<file path="config.mk">
export PLATFORM = sky130hd
export DESIGN_NAME = bird_scheduler
export DESIGN_NICKNAME = d
export VERILOG_FILES = /design/src/rtl/bird_scheduler.sv
export SDC_FILE = /design/constraint.sdc
export NUM_CORES = 1
export LEC_CHECK = 0
export ABC_CLOCK_PERIOD_IN_PS = 2100
export CAP_MARGIN = 20
export CORE_MARGIN = 3
export CORE_UTILIZATION = 45
export DETAILED_ROUTE_END_ITERATION = 12
export PLACE_DENSITY = 0.63
export SLEW_MARGIN = 20
export SYNTH_ARGS = -nofsm -noshare
export SYNTH_HDL_FRONTEND = slang
export SYNTH_SLANG_ARGS = --single-unit
export TNS_END_PERCENT = 20
</file>
<file path="constraint.sdc">
create_clock -name Clk -period 2.1 [get_ports Clk]
set_input_delay 0.63 -clock Clk [delete_from_list [all_inputs] [get_ports Clk]]
set_output_delay 0.63 -clock Clk [all_outputs]
set_load 0.02 [all_outputs]
</file>
<file path="src/rtl/bird_scheduler.sv">
`default_nettype none
//==============================================================================
// Module  : bird_scheduler
// Brief   : Duck Hunt round/bird-release scheduler: random launch delay and
//           start column, flight timeout, per-round hit and speed bookkeeping.
// Rev     : 1.0  initial release
//==============================================================================
module bird_scheduler #(
    parameter int FRAME_DELAY     = 60,
    parameter int BIRDS_PER_ROUND = 10,
    parameter int MAX_LEVEL       = 7,
    parameter int TIMEOUT_FRAMES  = 300
) (
    input  logic       Clk,
    input  logic       Reset,
    input  logic       frame_tick,
    input  logic       enable,
    input  logic       bird_shot,
    input  logic       flew_away,
    output logic       release_bird,
    output logic [9:0] start_x,
    output logic       dir_right,
    output logic [2:0] speed,
    output logic [3:0] round_num,
    output logic [3:0] birds_left,
    output logic [3:0] round_hits,
    output logic       round_done,
    output logic       force_escape,
    output logic       busy
);

    localparam logic [7:0]  c_frame_delay = 8'(FRAME_DELAY);
    localparam logic [3:0]  c_birds       = 4'(BIRDS_PER_ROUND);
    localparam logic [2:0]  c_max_level   = 3'(MAX_LEVEL);
    localparam logic [9:0]  c_timeout     = 10'(TIMEOUT_FRAMES);
    localparam logic [15:0] c_lfsr_seed   = 16'hACE1;

    typedef enum logic [2:0] {
        S_IDLE      = 3'd0,
        S_WAIT      = 3'd1,
        S_LAUNCH    = 3'd2,
        S_FLY       = 3'd3,
        S_RESOLVE   = 3'd4,
        S_ROUND_END = 3'd5
    } state_t;

    state_t      r_state, w_next_state;
    logic [15:0] r_lfsr;
    logic        w_lfsr_fb;
    logic [7:0]  r_delay_cnt;
    logic [9:0]  r_timeout_cnt;
    logic [3:0]  r_hit_cnt;
    logic        r_was_hit;

    logic        r_release, r_dir, r_round_done, r_force_escape, r_busy;
    logic [9:0]  r_start_x;
    logic [2:0]  r_speed;
    logic [3:0]  r_round_num, r_birds_left, r_round_hits;

    logic w_round_start, w_dec_delay, w_dec_timeout, w_fly_done, w_fly_hit;
    logic w_timeout, w_resolve, w_round_clear, w_load_delay, w_launch;

    // Taps 16,15,13,4 of x^16+x^15+x^13+x^4+1
    assign w_lfsr_fb = r_lfsr[15] ^ r_lfsr[14] ^ r_lfsr[12] ^ r_lfsr[3];

    always_ff @(posedge Clk) begin
        if (Reset) r_state <= S_IDLE;
        else       r_state <= w_next_state;
    end

    always_comb begin
        w_next_state  = r_state;
        w_round_start = 1'b0;
        w_dec_delay   = 1'b0;
        w_dec_timeout = 1'b0;
        w_fly_done    = 1'b0;
        w_fly_hit     = 1'b0;
        w_timeout     = 1'b0;
        w_resolve     = 1'b0;
        w_round_clear = 1'b0;
        case (r_state)
            S_IDLE: begin
                if (enable) begin
                    w_next_state  = S_WAIT;
                    w_round_start = 1'b1;
                end
            end
            S_WAIT: begin
                if (!enable)                  w_next_state = S_IDLE;
                else if (r_delay_cnt == 8'd0) w_next_state = S_LAUNCH;
                else if (frame_tick)          w_dec_delay  = 1'b1;
            end
            S_LAUNCH: begin
                w_next_state = enable ? S_FLY : S_IDLE;
            end
            S_FLY: begin
                if (!enable) begin
                    w_next_state = S_IDLE;
                end else if (bird_shot) begin
                    w_next_state = S_RESOLVE;
                    w_fly_done   = 1'b1;
                    w_fly_hit    = 1'b1;
                end else if (flew_away) begin
                    w_next_state = S_RESOLVE;
                    w_fly_done   = 1'b1;
                end else if (frame_tick) begin
                    if (r_timeout_cnt == 10'd1) begin
                        w_next_state = S_RESOLVE;
                        w_fly_done   = 1'b1;
                        w_timeout    = 1'b1;
                    end else begin
                        w_dec_timeout = 1'b1;
                    end
                end
            end
            S_RESOLVE: begin
                if (!enable) begin
                    w_next_state = S_IDLE;
                end else begin
                    w_resolve    = 1'b1;
                    w_next_state = (r_birds_left <= 4'd1) ? S_ROUND_END : S_WAIT;
                end
            end
            S_ROUND_END: begin
                if (!enable) begin
                    w_next_state = S_IDLE;
                end else begin
                    w_round_clear = 1'b1;
                    w_next_state  = S_WAIT;
                end
            end
            default: w_next_state = S_IDLE;
        endcase
    end

    assign w_load_delay = (w_next_state == S_WAIT) && (r_state != S_WAIT);
    assign w_launch     = (w_next_state == S_LAUNCH);

    // Outputs are registered from the next-state decision so each pulse
    // lines up with the state it names (release_bird during LAUNCH, etc.).
    always_ff @(posedge Clk) begin
        if (Reset) begin
            r_lfsr         <= c_lfsr_seed;
            r_delay_cnt    <= 8'd0;
            r_timeout_cnt  <= 10'd0;
            r_hit_cnt      <= 4'd0;
            r_was_hit      <= 1'b0;
            r_release      <= 1'b0;
            r_start_x      <= 10'd0;
            r_dir          <= 1'b0;
            r_speed        <= 3'd0;
            r_round_num    <= 4'd0;
            r_birds_left   <= 4'd0;
            r_round_hits   <= 4'd0;
            r_round_done   <= 1'b0;
            r_force_escape <= 1'b0;
            r_busy         <= 1'b0;
        end else begin
            r_lfsr         <= {r_lfsr[14:0], w_lfsr_fb};
            r_release      <= w_launch;
            r_round_done   <= (w_next_state == S_ROUND_END);
            r_force_escape <= w_timeout;
            r_busy         <= (w_next_state != S_IDLE);

            if (w_load_delay)
                r_delay_cnt <= c_frame_delay + {4'd0, r_lfsr[3:0]};
            else if (w_dec_delay)
                r_delay_cnt <= r_delay_cnt - 8'd1;

            if (w_launch) begin
                r_start_x     <= 10'd32 + {1'b0, r_lfsr[8:0]};
                r_dir         <= r_lfsr[9];
                r_timeout_cnt <= c_timeout;
            end else if (w_dec_timeout) begin
                r_timeout_cnt <= r_timeout_cnt - 10'd1;
            end

            if (w_fly_done)
                r_was_hit <= w_fly_hit;

            if (w_round_start) begin
                r_birds_left <= c_birds;
                r_hit_cnt    <= 4'd0;
                r_speed      <= 3'd0;
                r_round_num  <= 4'd0;
            end else if (w_resolve) begin
                r_birds_left <= r_birds_left - 4'd1;
                r_hit_cnt    <= r_hit_cnt + {3'd0, r_was_hit};
                // Round totals are published together with round_done
                if (w_next_state == S_ROUND_END) begin
                    r_round_hits <= r_hit_cnt + {3'd0, r_was_hit};
                    if (r_round_num != 4'd15)  r_round_num <= r_round_num + 4'd1;
                    if (r_speed < c_max_level) r_speed     <= r_speed + 3'd1;
                end
            end else if (w_round_clear) begin
                r_birds_left <= c_birds;
                r_hit_cnt    <= 4'd0;
            end
        end
    end

    assign release_bird = r_release;
    assign start_x      = r_start_x;
    assign dir_right    = r_dir;
    assign speed        = r_speed;
    assign round_num    = r_round_num;
    assign birds_left   = r_birds_left;
    assign round_hits   = r_round_hits;
    assign round_done   = r_round_done;
    assign force_escape = r_force_escape;
    assign busy         = r_busy;

endmodule
`default_nettype wire

</file>
# Word-level counts from Yosys, hierarchy flattened
# Index checks and enable logic that the tools add are counted.
# classes
add_sub_neg	8
magnitude_cmp	2
eq_ne	11
mux	45
n_bitwise	6
reduce_logical	14
# ops
op	n
2-to-1 mux 3 bit	10
2-to-1 mux 1 bit	24
2-to-1 mux 4 bit	5
2-to-1 mux 9 bit	2
case mux 3 bit (6 select lines)	1
2-to-1 mux 8 bit	2
adder 6 x 9 -> 10 bit (first input constant)	1
== test 10 x 1 -> 1 bit (second input constant)	1
subtractor 10 x 1 -> 10 bit (second input constant)	1
== test 3 x 2 -> 1 bit (second input constant)	3
== test 3 bit (second input constant)	3
AND reduction 3 bit	3
zero test 8 bit	1
subtractor 8 x 1 -> 8 bit (second input constant)	1
adder 6 x 4 -> 7 bit (first input constant)	1
== test 3 x 1 -> 1 bit (second input constant)	2
nonzero test 2 bit	3
nonzero test 3 bit	2
OR reduction 5 bit	1
adder 4 x 1 -> 4 bit	1
adder 4 x 1 -> 4 bit (second input constant)	1
less-or-equal comparator 4 x 1 -> 1 bit (second input constant)	1
!= test 4 bit (second input constant)	1
OR reduction 2 bit	2
other kinds (9)	13
# word_totals
reg_bits	72
wordCells	104

# Longest topological paths before layout
# logic_depth
word_depth	10
depth_mapped	8
ltp_nobuf	6

# Least setup slack after synthesis
# Ideal clock, no wire load.
# synth_timing
path_type	register to register
startpoint	register r_birds_left[3], in the netlist birds_left[3]
endpoint	register r_round_num[3], in the netlist round_num[3]
path_buffers	0
arrival_ns	1.815
required_time_ns	1.979
setup_time_ns	0.121
slack_ns	0.165
synth_period_minus_slack_ns	1.935
stages_incl_launch_ff	5
cell_sequence	dfxtp_1 or4b_1 nor4_2 nand4_1 mux2_2
# synth_between
elab_chain_cells	6
# synth_rtl
element	line_no	rtl
from (decl)	58	logic [3:0] r_round_num, r_birds_left, r_round_hits;
from (signal assigned)	182	r_birds_left <= c_birds;
from (signal assigned)	187	r_birds_left <= r_birds_left - 4'd1;
from (signal assigned)	196	r_birds_left <= c_birds;
less-or-equal comparator 4 x 1 -> 1 bit	121	w_next_state = (r_birds_left <= 4'd1) ? S_ROUND_END : S_WAIT;
2-to-1 mux 3 bit	121	
2-to-1 mux 3 bit	117	if (!enable) begin
case mux 3 bit (6 select lines)	81	case (r_state)
== test 3 bit	190	if (w_next_state == S_ROUND_END) begin
AND reduction 3 bit (no line)	n/a	
to (signal assigned)	192	if (r_round_num != 4'd15) r_round_num <= r_round_num + 4'd1;
to (decl)	58	
# No other way between the ends.
# A chain may end at the register's enable or synchronous reset.

# Worst setup path in the final report
# layout_timing
startpoint	register r_birds_left[2], in the netlist birds_left[2]
endpoint	output birds_left[2]
# layout_lines
element	line_no	rtl
to (decl)	25	output logic [3:0] birds_left,
# No word-level cell between the ends.

==> run metrics <==
result of the run completed; leakage power figure approximately 1.6 nW; type of the setup path with the least slack flop to primary output; number of placement rows 30; Pwr Total around 2.9 mW; Core Util, Final 0.6104; antenna fix cells 0; transition time of the tightest slew-check pin 0.4180 ns; setup repair after global routing missed its margin no; power density normalized to cell area 702.7 nW/um2; Worst Path Required about 1.5 ns; num ports 36; area of all placed cells without fillers 4170 um2; Simple-Gate Fraction of Synth Area 0.2536; DRC errors left 0; Avg Synthesized Cell Area 8.820 um2; Skew-Pair Late Insertion Delay 0.34 ns; number of antenna violations at the first check in global routing 0; largest net degree at the start of global routing 24; Net Count, Synth around 380; Detailed Route WL around 7.5 mm; share of layout cells above drive strength 1 0.1894; largest incremental delay on the critical path 0.59 ns; startpoint class of the critical path flop; TritonCTS clock tree done; sequential-to-total area share from yosys stat 0.4502; count of unique library cells instantiated by Yosys 54; Final Cycle Share 0.9696; Crit-path slowest cell clkdlybuf4s50_1; number of sinks on the clock net just over 70; placed standard-cell area 3889 um2; HP Class flop to flop; achievable frequency 0.4911 GHz; average routed wire per standard cell 14.10 um; quantity of hold-fixing buffers added after cts 0; all-layer global routing usage 0.1903; Worst Setup Slack post-DPL -0.4567 ns; Slew Limit Headroom 0.7188; setup_tns 0 ns; top cell type's share of synthesized area 0.4502; detailed-placement wirelength estimate approximately 5.3 mm; initial core utilization 0.4687; Remaining Overflow, GRT 0; post-synth top area cell dfxtp_1; Die Outline Area between 8000 and 9000 um2; maximum root-to-sink buffer count 2; cell area after synthesis 3202 um2; area fraction in compound gates after synthesis 0.1587; Tmin final 2.036 ns; maximum ir drop on the vdd rail 0.4261 mV; number of hold-slack violations in the final timing report 0; most used flip-flop cell after synthesis dfxtp_1; clock-pin transition on the worst setup and hold timing paths about 0.08 ns; wire length of the first global-routing pass roughly 13 mm; post-route clock skew around 0.0067 ns; Antenna Violating Nets Remaining 0; fraction of synthesis flops using an asynchronous set or reset pin 0; critical path endpoint category primary output; cells after synthesis roughly 360; multiplexer share of the synthesized area 0.02227; CTS Root Cell clkbuf_8; slack of the critical path 0.06378 ns; detailed router's first-iteration violation count 121; area growth from synthesis to layout 30.25%; placeable core region 6832 um2; tightest hold margin between 0.4 and 0.5 ns; total placed cells including tap cells ~510; combinational family with the most area after synthesis simple AND/OR/NAND/NOR gates; leading post-synthesis cells by cell area dfxtp_1 (45%), a21oi_1 (4.7%), ha_1 (4.7%), nor2_1 (3.9%), nand2_1 (3.3%); max capacitance violation total 0; die boundary width 90.35 um; Warnings, synthesis 0; nets 446; Inserted Clock Buffers 9; largest driver fanout on the critical path 4; list of cells traversed by the critical path buf_4 > clkdlybuf4s50_1; via count of the first global-routing pass 2,674; XOR/XNOR Fraction of Synth Area 0.02462; Post-CTS Setup Bufs 0; via-per-instance ratio around 5.4; count of input and output buffers 35; register bit count reported by yosys 72; setup-violating endpoint count in the final report 0; arithmetic-cell share of the synthesized area counting full adders, half adders and majority gates 0.04689; non-filler cells, final 529; endpoint arrival time on the critical path roughly 1.4 ns; number of enable flip-flop cells after synthesis 0; gp weighted congestion 0.8548; H-tree depth reported by CTS 3; number of vias after detailed routing 2,836; Initial DRT Pass Iterations 4; number of max-slew violations in the final report 0; Die Height 90.35 um
-- layout by cell type (no fill, tap or decap), drive strengths merged, types with 3 or more instances in the layout --
master and instances:
nand3 11, clkbuf 12, nand2 28, o21ai 10, ha 12, buf 39
nor4 5, or4 5, a211oi 10, or2 10, nor2b 10, xor2 4
nand2b 5, nor2 33, o211ai 3, inv 17, nand3b 3, and3 3
mux2i 6, nor3b 3, xnor2 5, clkdlybuf4s50 31, nor3 8, o31ai 3
a31oi 5, o31a 4, dfxtp 72, a311oi 4, or3 4, a21oi 30
nand4 8
-- metal layers --
| layer | up-vias | GRT usage | share of wire |
|---|---|---|---|
| li1 | 1425 | - | - |
| met1 | 1338 | 0.2473 | 0.48 |
| met2 | 65 | 0.3030 | 0.47 |
| met3 | 8 | 0.04917 | 0.044 |
| met4 | 0 | 0.07398 | 0.012 |
| met5 | - | 0 | 0 |
-- report_power, final --
part           total, mW  internal [mW]  switching (mW)
Sequential          1.45           1.41          0.0396
Clock               1.17          0.646           0.521
Combinational      0.312          0.147           0.165
Total               2.93           2.20           0.726
-- timing repair --
item | CTS | global route
pin swaps | 0 | 1
endpoints found under the setup margin | 5 | 12
resized for setup | 4 | 12
hold endpoints to repair | 0 | 0
cloned | 0 | 0
-- state kept, by name, summed over array words and instances, names as in the netlist, 3 cells and up --
name           cells
r_lfsr            16
r_timeout_cnt     10
start_x           10
r_delay_cnt        8
birds_left         4
r_hit_cnt          4
round_hits         4
round_num          4
r_state            3
speed              3
-- cells in the mapped netlist (6+ instances only) --
| library cell | number |
|---|---|
| clkbuf_1 | 14 |
| nor2_1 | 33 |
| dfxtp_1 | 72 |
| a211oi_1 | 10 |
| nor2b_1 | 10 |
| nand3_1 | 11 |
| inv_1 | 17 |
| nor3_1 | 7 |
| nand2_1 | 28 |
| mux2i_1 | 6 |
| ha_1 | 12 |
| o21ai_0 | 10 |
| a21oi_1 | 30 |
| or2_2 | 9 |
| nand4_1 | 8 |
-- final timing paths --
kind                       to        startpoint  slack [ns]  depth (start not counted)
max             birds_left[2]     birds_left[2]        0.06                          2
min                r_lfsr[11]        r_lfsr[10]        0.42                          1
max reg2reg  r_timeout_cnt[5]  r_timeout_cnt[1]        0.12                          6
min reg2reg        r_lfsr[11]        r_lfsr[10]        0.42                          1
-- cell type report --
class,instances,area (um2)
clock buffers,12,165.2
flip-flops and latches,72,1441
clock inverters,4,51.30
multi-input cells,255,1678
fillers,609,2661
repair buffers,73,650.6
inverters,17,63.81
well taps,96,120.1
-- cell families (layout without fill, tap and decap cells) --
logic type      after synthesis  after routing
buf+inv                      36            106
xor+xnor                      9              9
simple gates                148            148
mux                           7              7
fa+ha+maj                    12             12
flops                        72             72
compound gates               79             79
-- worst max-delay path, delay by kind of cell, from the launching register on --
kind     cells  cell delay (ns)
buf+inv      2             0.72
flops        1             0.35
Note: power is estimated with default switching activity, not from simulation.
